[src/rtl/ldst_multi_expander.sv]
// Micro-op expander between IF/ID and the decoder: passes ordinary instructions
// through with one cycle of latency and expands LDM/STM into LDW/STW sequences.
module ldst_multi_expander #(
    parameter int          DATA_W   = 32,
    parameter int          ADDR_W   = 30,
    parameter int          REG_AW   = 5,
    parameter int          MAX_CNT  = 8,
    parameter logic [5:0]  OP_LDM   = 6'h1c,
    parameter logic [5:0]  OP_STM   = 6'h1d,
    parameter logic [5:0]  OP_LDW   = 6'h16,
    parameter logic [5:0]  OP_STW   = 6'h17,
    parameter logic [5:0]  OP_UNDEF = 6'h3f,
    localparam int         CNT_W    = $clog2(MAX_CNT)
) (
    input  logic              clk,
    input  logic              reset,
    input  logic              stall,
    input  logic              flush,
    input  logic [ADDR_W-1:0] if_pc,
    input  logic [DATA_W-1:0] if_insn,
    input  logic              if_en,
    output logic              if_hold,
    output logic [ADDR_W-1:0] mop_pc,
    output logic [DATA_W-1:0] mop_insn,
    output logic              mop_en,
    output logic [CNT_W-1:0]  mop_idx,
    output logic              mop_last
);

    typedef enum logic {IDLE, SEQ} state_t;

    state_t            state, state_nx;
    logic [CNT_W-1:0]  k, k_nx;
    logic [CNT_W-1:0]  n_m1, n_m1_nx;
    logic [REG_AW-1:0] ra_q, ra_nx;
    logic [REG_AW-1:0] rb0_q, rb0_nx;
    logic              is_ld_q, is_ld_nx;

    logic [ADDR_W-1:0] mop_pc_nx;
    logic [DATA_W-1:0] mop_insn_nx;
    logic              mop_en_nx;
    logic [CNT_W-1:0]  mop_idx_nx;
    logic              mop_last_nx;

    logic [5:0]        op_in;
    logic [REG_AW-1:0] ra_in, rb_in, span;
    logic [CNT_W-1:0]  field_in;
    logic              is_multi, illegal;

    // Micro-op k: same ra, rb advanced by k (wraps), byte offset 4*k.
    function automatic logic [DATA_W-1:0] micro_op(input logic ld,
                                                   input logic [REG_AW-1:0] ra,
                                                   input logic [REG_AW-1:0] rb0,
                                                   input logic [CNT_W-1:0] idx);
        logic [DATA_W-1:0] w;
        w        = '0;
        w[31:26] = ld ? OP_LDW : OP_STW;
        w[25:21] = ra;
        w[20:16] = rb0 + REG_AW'(idx);
        w[15:0]  = 16'(idx) << 2;
        return w;
    endfunction

    assign op_in    = if_insn[31:26];
    assign ra_in    = if_insn[25:21];
    assign rb_in    = if_insn[20:16];
    assign field_in = if_insn[CNT_W-1:0];
    assign is_multi = (op_in == OP_LDM) || (op_in == OP_STM);
    // ra is inside the destination window iff its distance above rb0 (mod 2^REG_AW) is < N.
    assign span     = ra_in - rb_in;
    assign illegal  = (op_in == OP_LDM) && (span <= REG_AW'(field_in));

    assign if_hold  = (state == SEQ);

    always_comb begin
        state_nx    = state;
        k_nx        = k;
        n_m1_nx     = n_m1;
        ra_nx       = ra_q;
        rb0_nx      = rb0_q;
        is_ld_nx    = is_ld_q;
        mop_pc_nx   = mop_pc;
        mop_insn_nx = mop_insn;
        mop_en_nx   = mop_en;
        mop_idx_nx  = mop_idx;
        mop_last_nx = mop_last;

        if (flush) begin
            state_nx    = IDLE;
            k_nx        = '0;
            mop_insn_nx = '0;
            mop_en_nx   = 1'b0;
            mop_idx_nx  = '0;
            mop_last_nx = 1'b0;
        end else if (state == SEQ) begin
            mop_insn_nx = micro_op(is_ld_q, ra_q, rb0_q, k);
            mop_en_nx   = 1'b1;
            mop_idx_nx  = k;
            mop_last_nx = (k == n_m1);
            if (k == n_m1) begin
                state_nx = IDLE;
                k_nx     = '0;
            end else begin
                k_nx = k + 1'b1;
            end
        end else if (!if_en || !is_multi) begin
            mop_insn_nx = if_insn;
            mop_pc_nx   = if_pc;
            mop_en_nx   = if_en;
            mop_idx_nx  = '0;
            mop_last_nx = if_en;
        end else if (illegal) begin
            mop_insn_nx = {OP_UNDEF, if_insn[DATA_W-7:0]};
            mop_pc_nx   = if_pc;
            mop_en_nx   = 1'b1;
            mop_idx_nx  = '0;
            mop_last_nx = 1'b1;
        end else begin
            ra_nx       = ra_in;
            rb0_nx      = rb_in;
            n_m1_nx     = field_in;
            is_ld_nx    = (op_in == OP_LDM);
            mop_insn_nx = micro_op(op_in == OP_LDM, ra_in, rb_in, '0);
            mop_pc_nx   = if_pc;
            mop_en_nx   = 1'b1;
            mop_idx_nx  = '0;
            mop_last_nx = (field_in == '0);
            if (field_in != '0) begin
                state_nx = SEQ;
                k_nx     = CNT_W'(1);
            end
        end
    end

    always_ff @(posedge clk or posedge reset) begin
        if (reset) begin
            state    <= IDLE;
            k        <= '0;
            n_m1     <= '0;
            ra_q     <= '0;
            rb0_q    <= '0;
            is_ld_q  <= 1'b0;
            mop_pc   <= '0;
            mop_insn <= '0;
            mop_en   <= 1'b0;
            mop_idx  <= '0;
            mop_last <= 1'b0;
        end else if (!stall) begin
            state    <= state_nx;
            k        <= k_nx;
            n_m1     <= n_m1_nx;
            ra_q     <= ra_nx;
            rb0_q    <= rb0_nx;
            is_ld_q  <= is_ld_nx;
            mop_pc   <= mop_pc_nx;
            mop_insn <= mop_insn_nx;
            mop_en   <= mop_en_nx;
            mop_idx  <= mop_idx_nx;
            mop_last <= mop_last_nx;
        end
    end

endmodule

[config.mk]
export PLATFORM = sky130hd
export DESIGN_NAME = ldst_multi_expander
export DESIGN_NICKNAME = d
export VERILOG_FILES = /design/src/rtl/ldst_multi_expander.sv
export SDC_FILE = /design/constraint.sdc
export NUM_CORES = 1
export LEC_CHECK = 0
export CORE_MARGIN = 4
export CORE_UTILIZATION = 40
export CTS_BUF_LIST = sky130_fd_sc_hd__clkbuf_8
export DETAILED_ROUTE_END_ITERATION = 16
export PLACE_DENSITY = 0.75
export SLEW_MARGIN = 20
export SYNTH_ARGS = -nofsm -noshare
export SYNTH_HDL_FRONTEND = slang
export SYNTH_SLANG_ARGS = --single-unit
[constraint.sdc]
create_clock -name clk -period 2.3 [get_ports clk]
set_input_delay 0.23 -clock clk [delete_from_list [all_inputs] [get_ports clk]]
set_output_delay 0.23 -clock clk [all_outputs]
set_load 0.03 [all_outputs]
Yosys cells after proc, flatten, opt, wreduce, memory -nomap -nowiden:

Cells that the tools add are included.

* register bits: 85
* bits in latches: 0
* bits in writable memories: 0
* memory bits (read-only): 0
* input port bits: 67
* output and inout bits: 68
* logic and storage cells: 63
* memories kept: 0

* add/subtract/negate cells: 3
* multipliers: 0
* div/mod/pow operators: 0
* $lt $le $gt $ge: 1
* eq/ne operators: 5
* shifts and indexed selects: 0
* multiplexer cells: 27
* bitwise operators: 5
* reductions and logical operators: 11

Operators by type and width (count)
* $mux 32: 4
* $mux 3: 8
* $mux 1: 15
* $eq 6x5->1 const B: 2
* $ne 3x3->1 const B: 2
* $reduce_bool 3->1: 2
* $add 5x3->5: 1
* $le 5x3->1: 1
* $not 1->1: 5
* $reduce_and 5->1: 1
* $sub 5x5->5: 1
* $reduce_and 4->1: 1
* $add 3x1->3 const B: 1
* $eq 3x3->1: 1
* $logic_not 3->1: 1
* $reduce_and 3->1: 1
* $logic_not 1->1: 2
* $logic_or 1x1->1: 2
* $logic_and 1x1->1: 1

Longest topological paths before layout:

* depth in word-level cells: 7
* depth in mapped cells: 12
* depth with buffers taken out: 11

Worst setup path after synthesis:

No wires, ideal clock.

* kind: input-to-reg
* from: in if_insn[21]
* to: reg ra_q[0]
* library setup time: 0.127 ns
* arrival: 2.715 ns
* required time: 2.173 ns
* slack: -0.543 ns
* stages: 12
* buffers on the path: 1
* cell sequence: inv_1 -> ha_1 -> fa_1 -> inv_1 -> ha_1 -> nor2b_1 -> o21ai_0 -> a32oi_1 -> or4b_4 -> nand3_4 -> buf_6 -> mux2_1

* word-level cells in the longest chain between the ends: 5

Ends and longest elaborated chain
* start: declaration: line 20 `input logic [DATA_W-1:0] if_insn,`
* $sub 5x5->5: line 70 `assign span = ra_in - rb_in;`
* $le 5x3->1: line 71 `assign illegal = (op_in == OP_LDM) && (span <= REG_AW'(field_in));`
* $logic_and 1x1->1: line 71
* $not 1->1 (no source line)
* $reduce_and 5->1 (no source line)
* end signal: assignment: line 152 `ra_q <= ra_nx;`
* end: declaration: line 35 `logic [REG_AW-1:0] ra_q, ra_nx;`

Parallel ways exist; a longest one is shown, timed or not.
A chain may end at the register's enable or synchronous reset.

Worst setup path after layout:

* from: in if_insn[21]
* to: reg rb0_q[4]

* word-level cells in the longest chain between the ends: 5

Ends and longest elaborated chain
* $sub 5x5->5: line 70
* $le 5x3->1: line 71
* $logic_and 1x1->1: line 71
* $not 1->1 (no source line)
* $reduce_and 5->1 (no source line)
* end signal: assignment: line 153 `rb0_q <= rb0_nx;`
* end: declaration: line 36 `logic [REG_AW-1:0] rb0_q, rb0_nx;`

No other way between the ends.

==> flow_metrics.tcl <==
set metrics [dict create \
    status "finished with violations" \
    violations "setup timing" \
    worstHoldStart "if_insn[21]" \
    crit_chain "buf_8 > inv_8 > ha_4 > fa_1 > inv_2 > ha_4 > nor2b_4 > o21ai_2 > a32oi_2 > or4b_4 > buf_6 > nand3_4 > mux2_4" \
    worst_pin_slew_ns 0.680 \
    final.setup.worst_slack_ns -0.160 \
    fin_worst_skew_ns 0.0156 \
    arrival_ns 2.70 \
    p_per_area_nw_per_um2 651 \
    die_w_um 106 \
    critPathMaxFanout 7 \
    grt_usage_pct 20.0 \
    htreeDepth 3 \
    portBuffers 134 \
    worstSetupStartpointType "input pin" \
    synth_top_area_cell "dfrtp_1" \
    insertion_delay_ns 0.36 \
    syn2layout_area_growth_pct 53.8 \
    ys_seq_area_share_pct 55.0 \
    yosys.area.top_type_share_pct 55.0 \
    gp_congestion 0.815 \
    dr.pass1.iters 4 \
    cts_buffer_depth 2 \
    crit_buf_inv 4 \
    cts_root_buffer "clkbuf_8" \
    antenna_found_initial 0 \
    path_delay_family "adder cells" \
    fin_nets 612 \
    clk_pin_slew_worst_paths_ns 0.10 \
    ir_worst_vdd_mv 0.325 \
    fmax_mhz 406 \
    avgSynthCellArea_um2 10.5 \
    synth_flop_cell "dfrtp_1" \
    place_hpwl_um 8000 \
    synth_edf_count 0 \
    cpMaxStageDelayCell "or4b_4" \
    cts_tree "yes" \
    syn_inst 368 \
    final_util_pct 63.7 \
    p_leak_nw 2.80 \
    fin_crit_sh_pct 107 \
    io_pins 135 \
    grt_pass1_vias 3508 \
    cap_viol_max_count 0 \
    synth_fp_nets 448 \
    dpl_cell_area_um2 5630 \
    num_vias 3311 \
    hold_depth 3 \
    p_total_mw 3.87 \
    detail_route.vias_per_cell 4.97 \
    yosysWarningCount 0 \
    drcViolationCount 0 \
    rsz0062_at_grt "true" \
    cp-end-kind "register" \
    cts-buffers-inserted 9 \
    fp.coreArea_um2 9330 \
    netlist_top_cells_area "dfrtp_1 (55%), nand2_1 (11%), a22o_1 (5.0%)" \
    relSlewSlack_pct 54.6 \
    ant_nets 0 \
    fin_area_um2 5940 \
    reg2reg_slack_ns 0.43 \
    postCtsHoldBufs 0 \
    fillers 764 \
    antenna_cells 0 \
    hold_path.class "input pin to register" \
    place_ws_ns -1.08 \
    r2r-start "if_hold" \
    async_flop_share_pct 100 \
    critPathRequiredTime_ns 2.54 \
    routedWlPerCell_um 16.5 \
    ff2ff_path_depth 5 \
    finalSetupViolCount 30 \
    drive_gt1_share_pct 17.3 \
    die_y_um 106 \
    period_needed_ns 2.46 \
    report.final.hold_viol_count 0 \
    die_area_um2 11300 \
    synth_seq_cells 85 \
    cts_num_sinks 85 \
    grt_max_degree 47 \
    path_class "input pin to register" \
    rows 35 \
    syn_area_um2 3870 \
    crit_top_cell "ha_4" \
    cp-startpoint "if_insn[21]" \
    grt_overflow 0 \
    slowest_delay_ns 0.51 \
    r2r-end "is_ld_q" \
    worst_hold_path.endpoint "ra_q[0]" \
    synth.distinct_cells 46 \
    grt_first_pass_wirelength_um 17800 \
    final-max-slew-violation-count 0 \
    drt-total-wl_um 11000 \
    drtIter0Drc 133 \
    start_util_pct 41.4 \
]
worst max path at each step:
stage,to,depth (start not counted)
floorplan,ra_q[0],12
global placement,rb0_q[4],12
detailed placement,rb0_q[4],12
CTS,mop_insn[5],15
global route,rb0_q[4],13
finish,rb0_q[4],13
metrics by stage:
stage	hold slack, ns	TNS, ns	cells
floorplan	0.335	-7.89	368
global placement	0.457	-34.93	645
detailed placement	0.461	-37.46	645
CTS	0.207	-6.50	668
global route	0.217	-5.57	666
finish	0.221	-2.80	666
layer usage:
metal	GRT usage (%)	vias to the layer above	routed length, um
met4	7.22	0	197
met3	5.22	15	770
met2	33.3	114	5450
met1	25.1	1609	4560
li1	-	1573	-
met5	0	-	0
area by class of cell:
| cell class | instances | area (um^2) | area share [%] |
|---|---|---|---|
| sequential | 85 | 2130 | 35.8 |
| multi-input combinational | 251 | 1740 | 29.2 |
| timing repair buffer | 171 | 1650 | 27.7 |
| tap | 129 | 161 | 2.72 |
| clock buffer | 10 | 138 | 2.32 |
| clock inverter | 6 | 70.1 | 1.18 |
| inverter | 14 | 63.8 | 1.07 |
Yosys cell counts (2+ instances only):
| master | count |
|---|---|
| clkbuf_1 | 15 |
| mux2i_1 | 9 |
| nand2b_1 | 2 |
| nor2_1 | 11 |
| xnor2_1 | 7 |
| inv_1 | 14 |
| dfrtp_1 | 85 |
| nand2_1 | 109 |
| nor3_1 | 3 |
| buf_1 | 2 |
| mux2_2 | 6 |
| nor2b_1 | 2 |
| o31ai_1 | 4 |
| a21o_1 | 5 |
| a22o_1 | 22 |
| o21ai_0 | 17 |
| mux2_1 | 7 |
| buf_6 | 2 |
| a31o_1 | 2 |
| xor2_1 | 3 |
| fa_1 | 2 |
| a21oi_1 | 4 |
| ha_1 | 11 |
| nand3b_1 | 2 |
kinds of logic (layout without fill, tap and decap cells):
| family | Yosys count | in the layout | synth area share (%) |
|---|---|---|---|
| compound gates | 64 | 64 | 12.2 |
| xor+xnor | 10 | 10 | 2.27 |
| fa+ha+maj | 13 | 13 | 4.60 |
| buf+inv | 33 | 201 | 3.59 |
| flops | 85 | 85 | 55.0 |
| mux | 22 | 22 | 6.12 |
| simple gates | 141 | 142 | 16.2 |
repair_timing:
| item | 4_1_cts | 5_1_grt |
|---|---|---|
| resized for setup | 43 | 3 |
| endpoints found under the hold margin | 0 | 0 |
| setup endpoints to repair | 38 | 36 |
| gates cloned | 3 | 0 |
| setup buffers | 5 | 2 |
| pin swaps | 21 | 14 |
layout by cell type, fill, tap and decap left out, drive strengths merged, types with 2 or more instances in the layout:
cell	instances
clkdlybuf4s50	127
nand2	109
dfrtp	85
buf	41
a22o	22
o21ai	18
inv	17
mux2	13
nor2	11
clkbuf	11
ha	11
mux2i	9
xnor2	7
a21oi	6
a21o	5
o31ai	4
nor3	4
xor2	3
nand3	3
a31o	3
nand3b	2
nand2b	2
clkinvlp	2
fa	2
dlygate4sd2	2
nor2b	2
nor4b	2
worst register-to-register path: cells and delay by family, from the launching register on:
family          cells  cell delay (ns)
compound gates      1             0.11
buf+inv             1             0.42
flops               1             0.61
simple gates        3             0.68
power by group:
group | switching, mW | internal (mW) | leakage [nW]
sequential | 0.0802 | 1.63 | 1.10
clock | 0.583 | 0.544 | 0.107
combinational | 0.546 | 0.494 | 1.59
state kept, by name, indices dropped and copies added (netlist names):
signal and flops:
mop_idx 3, is_ld_q 1, n_m1 3, ra_q 5, if_hold 1, k 3
rb0_q 5, mop_pc 30, mop_last 1, mop_insn 32, mop_en 1
No activity file was read; power rests on OpenSTA's default activity.
